[config.mk]
export PLATFORM = sky130hd
export DESIGN_NAME = decoder_scan
export DESIGN_NICKNAME = d
export VERILOG_FILES = /design/src/rtl/decoder_pkg.sv /design/src/rtl/decoder_core.sv /design/src/rtl/decoder_scan.sv
export SDC_FILE = /design/constraint.sdc
export NUM_CORES = 1
export LEC_CHECK = 0
export ABC_CLOCK_PERIOD_IN_PS = 1760
export CORE_UTILIZATION = 40
export DETAILED_ROUTE_END_ITERATION = 8
export PLACE_DENSITY_LB_ADDON = 0.15
export SLEW_MARGIN = 20
export SYNTH_ARGS = -nofsm -noshare
export SYNTH_HDL_FRONTEND = slang
export SYNTH_SLANG_ARGS = --single-unit
[constraint.sdc]
create_clock -name clk -period 1.76 [get_ports clk]
set_input_delay 0.264 -clock clk [delete_from_list [all_inputs] [get_ports clk]]
set_output_delay 0.264 -clock clk [all_outputs]
set_load 0.01 [all_outputs]
[src/rtl/decoder_pkg.sv]
// Shared types and helpers for the decoder/scan family.
//
// Contents:
//   state_t        FSM states for the scanning decoder (IDLE, DIRECT, SCAN, BLANK)
//   MAX_OUT_W      widest decoded vector the helpers support
//   onehot_low()   active-low one-hot vector for a given index and width
//   cnt_width()    dwell/blank counter width: clog2(max(dwell, blank, 2))
//   CNT_W_DEFAULT  counter width for the default DWELL=4, BLANK_CYC=1
package decoder_pkg;

    typedef enum logic [1:0] {
        IDLE,
        DIRECT,
        SCAN,
        BLANK
    } state_t;

    localparam int MAX_OUT_W = 256;

    // Bits at or above 'width' stay high, so callers may truncate freely.
    function automatic logic [MAX_OUT_W-1:0] onehot_low(input int index, input int width);
        logic [MAX_OUT_W-1:0] v;
        v = '1;
        if (index >= 0 && index < width && index < MAX_OUT_W) begin
            v[index[7:0]] = 1'b0;
        end
        return v;
    endfunction

    // One counter serves both the dwell and the blank phases, so it is sized
    // for whichever is longer (never narrower than one bit).
    function automatic int cnt_width(input int dwell, input int blank);
        int m;
        m = 2;
        if (dwell > m) begin
            m = dwell;
        end
        if (blank > m) begin
            m = blank;
        end
        return $clog2(m);
    endfunction

    localparam int CNT_W_DEFAULT = cnt_width(4, 1);

endpackage

[src/rtl/decoder_core.sv]
// Purely combinational N-to-2^N decoder with active-low outputs.
//
// Ports:
//   enable_n  in   active-low enable; high drives every output high
//   sel       in   SEL_W-bit index to decode
//   out       out  2**SEL_W active-low one-hot outputs
module decoder_core
    import decoder_pkg::*;
#(
    parameter int SEL_W = 2
) (
    input  logic                 enable_n,
    input  logic [SEL_W-1:0]     sel,
    output logic [2**SEL_W-1:0]  out
);

    localparam int OUT_W = 2**SEL_W;

    always_comb begin
        out = '1;
        if (!enable_n) begin
            out = OUT_W'(onehot_low(int'(sel), OUT_W));
        end
    end

endmodule

[src/rtl/decoder_scan.sv]
// Registered N-to-2^N decoder with active-low one-hot outputs, plus an
// auto-scan mode that walks outputs 0..NUM_OUT-1 with a dwell time and an
// optional all-off blanking gap between steps.
//
// Ports:
//   clk       in   clock, rising edge
//   rst_n     in   asynchronous active-low reset
//   enable_n  in   active-low enable; high forces all outputs inactive
//   mode      in   0 = direct decode of sel, 1 = auto-scan
//   sel       in   select index (direct mode only)
//   out       out  registered active-low one-hot outputs
//   idx       out  index currently or last driven
//   active    out  high when exactly one out bit is low
//   wrap      out  one-cycle pulse when the scan returns to index 0
module decoder_scan
    import decoder_pkg::*;
#(
    parameter int SEL_W     = 2,
    parameter int NUM_OUT   = 2**SEL_W,
    parameter int DWELL     = 4,
    parameter int BLANK_CYC = 1
) (
    input  logic                 clk,
    input  logic                 rst_n,
    input  logic                 enable_n,
    input  logic                 mode,
    input  logic [SEL_W-1:0]     sel,
    output logic [2**SEL_W-1:0]  out,
    output logic [SEL_W-1:0]     idx,
    output logic                 active,
    output logic                 wrap
);

    localparam int OUT_W = 2**SEL_W;
    localparam int CNT_W = cnt_width(DWELL, BLANK_CYC);

    localparam logic [CNT_W-1:0] DWELL_LAST  = CNT_W'(DWELL - 1);
    localparam logic [CNT_W-1:0] BLANK_LAST  = CNT_W'((BLANK_CYC > 0) ? BLANK_CYC - 1 : 0);
    localparam logic [SEL_W-1:0] IDX_LAST    = SEL_W'(NUM_OUT - 1);
    // One extra bit so NUM_OUT == 2**SEL_W is representable in the range check.
    localparam logic [SEL_W:0]   NUM_OUT_EXT = (SEL_W + 1)'(NUM_OUT);

    state_t            state;
    state_t            nxt_state;
    logic [CNT_W-1:0]  cnt;
    logic [CNT_W-1:0]  nxt_cnt;
    logic [SEL_W-1:0]  nxt_idx;
    logic [SEL_W-1:0]  idx_adv;
    logic              nxt_show;
    logic              nxt_wrap;
    logic              dec_en_n;
    logic [OUT_W-1:0]  dec_out;

    assign idx_adv = (idx == IDX_LAST) ? '0 : idx + 1'b1;

    // Next-cycle state and what the out register should show. Priority is
    // enable_n, then mode; the counter defaults to cleared so every exit from
    // a dwell or blank phase restarts timing from zero.
    always_comb begin
        nxt_state = state;
        nxt_cnt   = '0;
        nxt_idx   = idx;
        nxt_show  = 1'b0;
        nxt_wrap  = 1'b0;
        if (enable_n) begin
            nxt_state = IDLE;
        end else if (!mode) begin
            nxt_state = DIRECT;
            if ({1'b0, sel} < NUM_OUT_EXT) begin
                nxt_idx  = sel;
                nxt_show = 1'b1;
            end
        end else begin
            case (state)
                SCAN: begin
                    if (cnt == DWELL_LAST) begin
                        if (BLANK_CYC > 0) begin
                            nxt_state = BLANK;
                        end else begin
                            nxt_state = SCAN;
                            nxt_idx   = idx_adv;
                            nxt_show  = 1'b1;
                            nxt_wrap  = (idx_adv == '0);
                        end
                    end else begin
                        nxt_state = SCAN;
                        nxt_cnt   = cnt + 1'b1;
                        nxt_show  = 1'b1;
                    end
                end
                BLANK: begin
                    if (cnt == BLANK_LAST) begin
                        nxt_state = SCAN;
                        nxt_idx   = idx_adv;
                        nxt_show  = 1'b1;
                        nxt_wrap  = (idx_adv == '0);
                    end else begin
                        nxt_state = BLANK;
                        nxt_cnt   = cnt + 1'b1;
                    end
                end
                // Entering scan from IDLE or DIRECT always starts at index 0
                // with no leading blank.
                default: begin
                    nxt_state = SCAN;
                    nxt_idx   = '0;
                    nxt_show  = 1'b1;
                end
            endcase
        end
    end

    assign dec_en_n = ~nxt_show;

    decoder_core #(
        .SEL_W (SEL_W)
    ) u_core (
        .enable_n (dec_en_n),
        .sel      (nxt_idx),
        .out      (dec_out)
    );

    // Since the decoder is fed a single index, out can never have more than
    // one bit low, whatever transition is taken.
    always_ff @(posedge clk or negedge rst_n) begin
        if (!rst_n) begin
            state  <= IDLE;
            cnt    <= '0;
            idx    <= '0;
            out    <= '1;
            active <= 1'b0;
            wrap   <= 1'b0;
        end else begin
            state  <= nxt_state;
            cnt    <= nxt_cnt;
            idx    <= nxt_idx;
            out    <= dec_out;
            active <= nxt_show;
            wrap   <= nxt_wrap;
        end
    end

endmodule

==> results.toml <==
[cts]
insertion_delay_ps = 280
holdBufCountCts = 0
cts_sinks = 12
cts_tree = "yes"
cts_inserted_buffers = 3
clock_path_buffers = 2
cts_root_buf = "clkbuf_4"
clk_pin_slew_worst_paths_ps = 80
htree_levels = 1
cts_resized = 0
cts_post_setup_buffers_inserted = 0

[layout]
antennaDiodeCount = 0
fin_area_sq_um = 817
drive_gt1_share_pct = 21.8
fin_nets = 90
final_common_cell = "clkdlybuf4s50_1"
mostFrequentLayoutCells = "13 x clkdlybuf4s50_1, 8 x dfrtp_1, 6 x nor2_1, 5 x ha_1"
area_growth_pct = 27.8

[global_route]
grt_pass1_vias = 441
grtUsageTotal_pct = 14.7
grt_max_degree = 13
overflow = 0
grt_pass1_wl_microns = 1890
antenna_found_initial = 0

[drt]
first_pass_iters = 4
vias = 484
antenna_left = 0
drt_wl_total_microns = 1160
drc = 0
via_per_inst = 5.15
drt_iter0_markers = 12
wl_per_cell_microns = 12.3

[critical_path]
crit_type = "reg -> out"
path_buf_inv = 1
crit_chain = "clkdlybuf4s50_1"
reg2reg_from = "cnt[0]"
cpPeakStageDelay_ps = 540
r2r_slack_ps = 270
worstPathArrival_ps = 1330
cp-start-kind = "flop"
worstSetupEndpointType = "output port"
worstPathRequired_ps = 1500
r2r-end = "out[0]"
cp_slowest_cell = "clkdlybuf4s50_1"
reg2reg_depth = 6
critPathMaxFanout = 1
crit_family = "buffers and inverters"

[logic_synthesis]
ys_seq_area_share_pct = 47.7
synth_edf_count = 0
ys_ff_latch = 12
syn-cell-area_sq_um = 639
syn_nets = 73
synth_cell_types = 30
async_flop_share_pct = 100
ys_warn_count = 0
yosysTopAreaCellShare_pct = 31.3
synth.largest_area_cell = "dfrtp_1"
synth.avg_cell_area_sq_um = 10.3
synth.top_cells.by_area = "dfrtp_1 31%, dfstp_2 16%, ha_1 9.8%, nor2_1 3.5%, a21oi_1 3.1%"
netlist_instances = 62
synth-main-ff-cell = "dfrtp_1"

[place]
dp_hpwl_microns = 821
port_buffers = 13
postPlaceCellArea_sq_um = 781
place_congestion = 0.844

[power_and_ir_drop]
cellLeakagePower_nw = 0.365
ir_drop_mv = 0.449
power.density_nw_per_um2 = 775
power_w = 0.000633

[timing]
fin_worst_skew_ps = 1.97
period_needed_ps = 1590
fmax_mhz = 628
hold_ws_ps = 341
hold_viol = 0
final_max_slew_viol_count = 0
slew-limit-headroom_pct = 63.0
rsz0062_at_grt = "no"
finalCritPeriodShare_pct = 90.5
tns_ps = 0
tightest_slew_ps = 553
setup_viol = 0

[floorplanning]
rows = 14
die_y_microns = 42.0
fp.dieW_microns = 42.0
dieArea_sq_um = 1760
initial_core_util_pct = 42.4
ios = 14
coreArea_sq_um = 1510

[hold_path]
hold_path.class = "in -> async"

[flow_run]
maxCapViolCount = 0

[run_status]
outcome = "finished clean"
[state kept, by name (all words and copies together) (netlist names)]
register and count:
cnt 2, out 4, idx 2, state 2
active 1, wrap 1
[cell usage after synthesis (2+ instances only)]
cell type / count
nor2_1: 6
inv_1: 4
dfstp_2: 4
nand2b_1: 2
a21oi_1: 4
nand2_2: 2
nand3_1: 2
ha_1: 5
dfrtp_1: 8
nand2_1: 4
nor3_1: 2
[power breakdown]
part	switching, W	leakage [nW]	internal [W]	total [W]
Clock	0.0000953	0.0210	0.000126	0.000221
Combinational	0.0000497	0.198	0.0000566	0.000106
Sequential	0.0000126	0.146	0.000293	0.000306
Total	0.000158	0.365	0.000476	0.000633
[layer usage]
| metal | GRT usage, % | routed length, microns | vias to the layer above |
|---|---|---|---|
| met4 | 9.68 | 40 | 0 |
| li1 | - | - | 243 |
| met2 | 20.6 | 486 | 19 |
| met3 | 3.45 | 75 | 7 |
| met5 | 0 | 0 | - |
| met1 | 20.0 | 553 | 215 |
[kinds of logic after synthesis]
logic type | synth area share [%]
compound gates | 12.7
mux | 1.57
simple gates | 22.7
buf+inv | 5.48
flops | 47.7
fa+ha+maj | 9.78
[cell type report]
class,count,area [sq um]
fill,137,689
sequential,12,305
multi-input combinational,43,299
timing repair buffer,14,138
clock buffer,4,36.3
tap,16,20.0
inverter,5,18.8
[through the flow]
step                cells  setup WS, ps  utilization [%]
floorplan              62           453                -
global placement       90           161             51.8
detailed placement     90           170             51.8
CTS                    94           159             54.2
global route           94           141             54.2
finish                 94           167             54.2
[worst max-delay path by stage]
stage	start	to	slack (ps)	cells after the start
global route	out[2]	out[2]	140	1
global placement	mode	out[2]	160	6
detailed placement	mode	out[2]	170	6
floorplan	cnt[0]	out[0]	450	6
finish	out[3]	out[3]	170	1
CTS	out[2]	out[2]	160	1
No activity file was read; power rests on OpenSTA's default activity.
